[config.mk]
export PLATFORM = sky130hd
export DESIGN_NAME = cpu_sequencer
export DESIGN_NICKNAME = d
export VERILOG_FILES = /design/src/rtl/cpu_sequencer.sv
export SDC_FILE = /design/constraint.sdc
export NUM_CORES = 1
export LEC_CHECK = 0
export CORE_MARGIN = 2
export CORE_UTILIZATION = 45
export CTS_BUF_LIST = sky130_fd_sc_hd__clkbuf_4
export DETAILED_ROUTE_END_ITERATION = 10
export GPL_ROUTABILITY_DRIVEN = 0
export HOLD_SLACK_MARGIN = 0.05
export PLACE_DENSITY = 0.85
export SLEW_MARGIN = 0
export SYNTH_ARGS = -nofsm -noshare
export SYNTH_HDL_FRONTEND = slang
export SYNTH_SLANG_ARGS = --single-unit
[constraint.sdc]
create_clock -name clk -period 1.85 [get_ports clk]
set_input_delay 0.37 -clock clk [delete_from_list [all_inputs] [get_ports clk]]
set_output_delay 0.37 -clock clk [all_outputs]
set_load 0.03 [all_outputs]
[src/rtl/cpu_sequencer.sv]
// Multi-cycle control FSM: instruction fetch, PC update, decode and datapath/memory sequencing.
// Latency: 4-10 cycles per instruction; a state change appears one clock after the deciding edge.
// Backpressure: none; the memory is assumed to answer a read in the second held MREAD cycle.
module cpu_sequencer (
    input  logic       clk,
    input  logic       reset,
    input  logic [2:0] opcode,
    input  logic [1:0] op,
    output logic [2:0] nsel,
    output logic [1:0] vsel,
    output logic       loada,
    output logic       loadb,
    output logic       loadc,
    output logic       loads,
    output logic       asel,
    output logic       bsel,
    output logic       write,
    output logic       load_pc,
    output logic       reset_pc,
    output logic       addr_sel,
    output logic       load_ir,
    output logic       load_addr,
    output logic [1:0] mem_cmd,
    output logic       halted
);

    localparam logic [2:0] NSEL_NONE = 3'b000;
    localparam logic [2:0] NSEL_RN   = 3'b001;
    localparam logic [2:0] NSEL_RD   = 3'b010;
    localparam logic [2:0] NSEL_RM   = 3'b100;

    localparam logic [1:0] VSEL_C     = 2'b00;
    localparam logic [1:0] VSEL_IMM   = 2'b10;
    localparam logic [1:0] VSEL_MDATA = 2'b11;

    localparam logic [1:0] MEM_NONE  = 2'b00;
    localparam logic [1:0] MEM_READ  = 2'b01;
    localparam logic [1:0] MEM_WRITE = 2'b10;

    // S_ALU_M is the ALU step for MOV reg / MVN (A forced to 0). Splitting it from
    // S_ALU keeps every output a pure function of the state register.
    typedef enum logic [4:0] {
        S_RST, S_IF1, S_IF2, S_UPC, S_DEC,
        S_WRI, S_GETA, S_GETB, S_ALU, S_ALU_M, S_WRD, S_CMP,
        S_ADDR, S_LDADDR, S_MRD1, S_MRD2, S_GETBD, S_PASSB, S_MWR,
        S_HALT
    } state_t;

    state_t state, state_nxt;

    // Instruction class decode from the IR fields (valid from S_UPC onward).
    logic is_mov_imm, is_mov_reg, is_add, is_cmp, is_and, is_mvn, is_ldr, is_str, is_halt;

    assign is_mov_imm = (opcode == 3'b110) && (op == 2'b10);
    assign is_mov_reg = (opcode == 3'b110) && (op == 2'b00);
    assign is_add     = (opcode == 3'b101) && (op == 2'b00);
    assign is_cmp     = (opcode == 3'b101) && (op == 2'b01);
    assign is_and     = (opcode == 3'b101) && (op == 2'b10);
    assign is_mvn     = (opcode == 3'b101) && (op == 2'b11);
    assign is_ldr     = (opcode == 3'b011) && (op == 2'b00);
    assign is_str     = (opcode == 3'b100) && (op == 2'b00);
    assign is_halt    = (opcode == 3'b111);

    // State register; synchronous reset overrides everything, even mid memory access.
    always_ff @(posedge clk) begin
        if (reset) state <= S_RST;
        else       state <= state_nxt;
    end

    // Next-state selection.
    always_comb begin
        state_nxt = state;
        case (state)
            S_RST:    state_nxt = S_IF1;
            S_IF1:    state_nxt = S_IF2;
            S_IF2:    state_nxt = S_UPC;
            S_UPC:    state_nxt = S_DEC;
            S_DEC: begin
                if (is_mov_imm)                                  state_nxt = S_WRI;
                else if (is_mov_reg || is_mvn)                   state_nxt = S_GETB;
                else if (is_add || is_and || is_cmp || is_ldr || is_str)
                                                                 state_nxt = S_GETA;
                else if (is_halt)                                state_nxt = S_HALT;
                else                                             state_nxt = S_IF1;
            end
            S_WRI:    state_nxt = S_IF1;
            S_GETA:   state_nxt = (is_ldr || is_str) ? S_ADDR : S_GETB;
            S_GETB: begin
                if (is_cmp)                    state_nxt = S_CMP;
                else if (is_mov_reg || is_mvn) state_nxt = S_ALU_M;
                else                           state_nxt = S_ALU;
            end
            S_ALU:    state_nxt = S_WRD;
            S_ALU_M:  state_nxt = S_WRD;
            S_WRD:    state_nxt = S_IF1;
            S_CMP:    state_nxt = S_IF1;
            S_ADDR:   state_nxt = S_LDADDR;
            S_LDADDR: state_nxt = is_ldr ? S_MRD1 : S_GETBD;
            S_MRD1:   state_nxt = S_MRD2;
            S_MRD2:   state_nxt = S_IF1;
            S_GETBD:  state_nxt = S_PASSB;
            S_PASSB:  state_nxt = S_MWR;
            S_MWR:    state_nxt = S_IF1;
            S_HALT:   state_nxt = S_HALT;
            default:  state_nxt = S_RST;
        endcase
    end

    // Moore output decode; everything defaults to inactive.
    always_comb begin
        nsel      = NSEL_NONE;
        vsel      = VSEL_C;
        loada     = 1'b0;
        loadb     = 1'b0;
        loadc     = 1'b0;
        loads     = 1'b0;
        asel      = 1'b0;
        bsel      = 1'b0;
        write     = 1'b0;
        load_pc   = 1'b0;
        reset_pc  = 1'b0;
        addr_sel  = 1'b0;
        load_ir   = 1'b0;
        load_addr = 1'b0;
        mem_cmd   = MEM_NONE;
        halted    = 1'b0;
        case (state)
            S_RST:    begin reset_pc = 1'b1; load_pc = 1'b1; end
            S_IF1:    begin addr_sel = 1'b1; mem_cmd = MEM_READ; end
            S_IF2:    begin addr_sel = 1'b1; mem_cmd = MEM_READ; load_ir = 1'b1; end
            S_UPC:    load_pc = 1'b1;
            S_WRI:    begin nsel = NSEL_RN; vsel = VSEL_IMM; write = 1'b1; end
            S_GETA:   begin nsel = NSEL_RN; loada = 1'b1; end
            S_GETB:   begin nsel = NSEL_RM; loadb = 1'b1; end
            S_ALU:    loadc = 1'b1;
            S_ALU_M:  begin asel = 1'b1; loadc = 1'b1; end
            S_WRD:    begin nsel = NSEL_RD; vsel = VSEL_C; write = 1'b1; end
            S_CMP:    loads = 1'b1;
            S_ADDR:   begin bsel = 1'b1; loadc = 1'b1; end
            S_LDADDR: load_addr = 1'b1;
            S_MRD1:   mem_cmd = MEM_READ;
            S_MRD2:   begin
                mem_cmd = MEM_READ;
                nsel    = NSEL_RD;
                vsel    = VSEL_MDATA;
                write   = 1'b1;
            end
            S_GETBD:  begin nsel = NSEL_RD; loadb = 1'b1; end
            S_PASSB:  begin asel = 1'b1; loadc = 1'b1; end
            S_MWR:    mem_cmd = MEM_WRITE;
            S_HALT:   halted = 1'b1;
            default:  ;
        endcase
    end

endmodule

==> flow_metrics.tcl <==
set metrics [dict create \
    seq_area_frac_synth_pct 11.5 \
    yosysMostFrequentCell "nor2_1" \
    antenna_found_initial 0 \
    clkLatencyLatePin_ps 240 \
    routed.top_layer "met4" \
    drv_cap 0 \
    wl_met3_um 243 \
    ir_worst_vdd_mv 0.311 \
    largest-register "state" \
    violations "setup timing" \
    drt_iter0_markers 92 \
    synth_top_area_cell "dfxtp_1" \
    syn_avg_cell_area_um2 6.84 \
    clock.fmax_mhz 521 \
    grt_pass1_vias 1074 \
    maxSlewHeadroom_pct 77.9 \
    dr.pass1.iters 4 \
    power_frac_seq_pct 20.9 \
    synth-edff-count 0 \
    synth_area_leaders "dfxtp_1, nor2_1, buf_6, nand2_1, a21oi_1" \
    synth.mux.area_fraction_pct 0 \
    setup_ws_ps -70.7 \
    cts-root-buf "clkbuf_4" \
    cp.arrival_ps 1550 \
    ioPinCount 27 \
    n_antenna_cell 0 \
    biggestRegsByFlops "state: 5 flops" \
    synth_compound_area_share_pct 28.0 \
    port-buffer-count 26 \
    hold_depth 3 \
    syn-num-nets 134 \
    syn-cell-area_um2 868 \
    wl_mm 3.26 \
    synth_top_family_by_area "simple AND/OR/NAND/NOR gates" \
    finalSetupTns_ps -104 \
    switchingPower_w 0.000240 \
    fin_crit_sh_pct 104 \
    track_usage_pct 28.3 \
    cts_buffers 3 \
    vias 1244 \
    clock_power_share_pct 23.8 \
    cp_max_fo 5 \
    dieWidth_um 47.9 \
    synthSimpleGateAreaFrac_pct 46.8 \
    dp_hpwl_mm 2.05 \
    startpoint_type "register" \
    wl_met2_mm 1.67 \
    crit_start "state[3]$_SDFF_PP0_" \
    synth_cell_types 48 \
    synthTopCellsByCount "nor2_1, nand2_1, a21oi_1" \
    synthCells 127 \
    nets 179 \
    initial_core_util_pct 49.2 \
    cts_tree "built" \
    synth_top_cell_area_share_pct 11.5 \
    p_per_area_mw_per_mm2 436 \
    period_needed_ps 1920 \
    clkTransAtPathRegs_ps 50 \
    die_h_um 47.9 \
    grt-ovfl-total 0 \
    wl_met1_mm 1.23 \
    largest_register_ffs 5 \
    fin_hold_ws_ps 753 \
    comb_power_share_pct 55.3 \
    worst_pin_slew_ps 328 \
    drv_slew 0 \
    reg2reg_from "state[2]$_SDFF_PP0_" \
    viasPerCell 6.35 \
    grt_pass1_wl_mm 4.69 \
    outcome "finished with violations" \
    holdBufCountCts 0 \
    finalHoldViolations 0 \
    antenna_left 0 \
    cts.sinks 5 \
    dieArea_mm2 0.00230 \
    internal_power_w 0.000366 \
    postSynth.asyncResetShare_pct 0 \
    synth_fa_ha_area_share_pct 0 \
    drc_errors 0 \
    syn_to_final_growth_pct 60.2 \
    std_cell_rows 15 \
    ys_ff_latch 5 \
    yosysWarnings 0 \
    setup_viol 4 \
    drive_gt1_share_pct 47.4 \
    rsz0062_at_grt "yes" \
    design.core.area_mm2 0.00176 \
    clock_path_buffers 2 \
    synthXorXnorAreaFrac_pct 2.02 \
    p_leak_nw 0.577 \
    wl_per_cell_um 16.7 \
    grt_start_max_net_pins 22 \
    synth_ff_type "dfxtp_1" \
    skew_ps 3.31 \
    end_kind "output port" \
    r2r_cells 6 \
    min_path_type "register to register" \
    ctsHtreeMaxLevel 1 \
    crit_type "register to output port" \
    netSwitchingFraction_pct 39.6 \
    worstPathRequired_ps 1480 \
    worst_hold_startpoint "state[0]$_SDFF_PP0_" \
]
power by group through the flow:
| stage | registers (W) | clock network [W] | logic [W] |
|---|---|---|---|
| floorplan | 0.000121 | 0 | 0.000189 |
| global placement | 0.000126 | 0 | 0.000275 |
| detailed placement | 0.000126 | 0 | 0.000282 |
| CTS | 0.000125 | 0.000146 | 0.000308 |
| global route | 0.000127 | 0.000157 | 0.000350 |
| finish | 0.000127 | 0.000144 | 0.000335 |
worst max-delay path, cell delays in order (launching register included):
cell	delay [ps]
dfxtp_2	320
buf_6	120
or3b_4	420
o21a_1	210
nor2_2	90
buf_6	130
worst paths after layout:
| path | to | slack [ps] |
|---|---|---|
| setup / recovery | vsel[1] | -70 |
| hold / removal | state[2]$_SDFF_PP0_ | 750 |
| setup reg to reg | state[3]$_SDFF_PP0_ | 170 |
| hold reg to reg | state[2]$_SDFF_PP0_ | 750 |
what timing repair did:
action | in CTS | in global routing
buffers inserted | 4 | 5
pin swaps | 2 | 4
gates resized for setup | 21 | 10
setup endpoints to repair | 13 | 9
cells by family (layout without fill, tap and decap cells):
logic type                count (synthesis)  in the layout
AOI/OAI and AO/OA                        34             34
xor gates and xnor gates                  2              2
buffers and inverters                    17             61
DFF                                       5              5
and+or+nand+nor                          69             69
metrics by stage:
step	total power, W	setup slack (ps)	utilization (%)	area (um^2)	std cells
global route	0.000634	-129	78.9	1390	196
floorplan	0.000310	1.26	-	891	127
CTS	0.000579	-28.5	75.0	1320	191
finish	0.000606	-70.7	78.9	1390	196
detailed placement	0.000409	-229	68.0	1200	183
global placement	0.000401	-196	68.0	1200	183
cell usage in the layout, fill, tap and decap left out, types with 2 or more instances in the layout:
cell type | synthesis | routed
nand4_1 | 4 | 4
buf_8 | 0 | 2
clkbuf_4 | 0 | 4
nand4b_1 | 3 | 3
inv_1 | 3 | 2
nor2_2 | 0 | 2
o21ai_0 | 3 | 3
buf_4 | 2 | 38
clkdlybuf4s50_1 | 0 | 6
and3_1 | 3 | 3
and2b_2 | 2 | 2
buf_6 | 4 | 6
a211oi_1 | 3 | 2
dfxtp_2 | 0 | 4
nor2_1 | 13 | 11
nand2b_4 | 0 | 4
o21a_1 | 3 | 3
a21oi_1 | 8 | 6
a21o_1 | 2 | 2
nor2b_1 | 3 | 3
or2_2 | 3 | 3
o211ai_1 | 2 | 2
nand2_1 | 11 | 10
nor4b_1 | 3 | 3
o2111ai_1 | 2 | 2
nor3_1 | 6 | 5
metal layers:
layer | track usage [%] | vias to the layer above
li1 | - | 560
met1 | 32.6 | 583
met2 | 52.5 | 78
met3 | 5.28 | 23
met4 | 7.57 | 0
met5 | 0 | -
layout make-up:
| type | instances | area [um^2] |
|---|---|---|
| multi-input cells | 105 | 742 |
| flip-flops and latches | 5 | 109 |
| repair buffers | 54 | 468 |
| fillers | 129 | 373 |
| inverters | 3 | 11.3 |
| clock buffers | 4 | 30.0 |
| well taps | 25 | 31.3 |
Note: power is estimated with default switching activity, not from simulation.
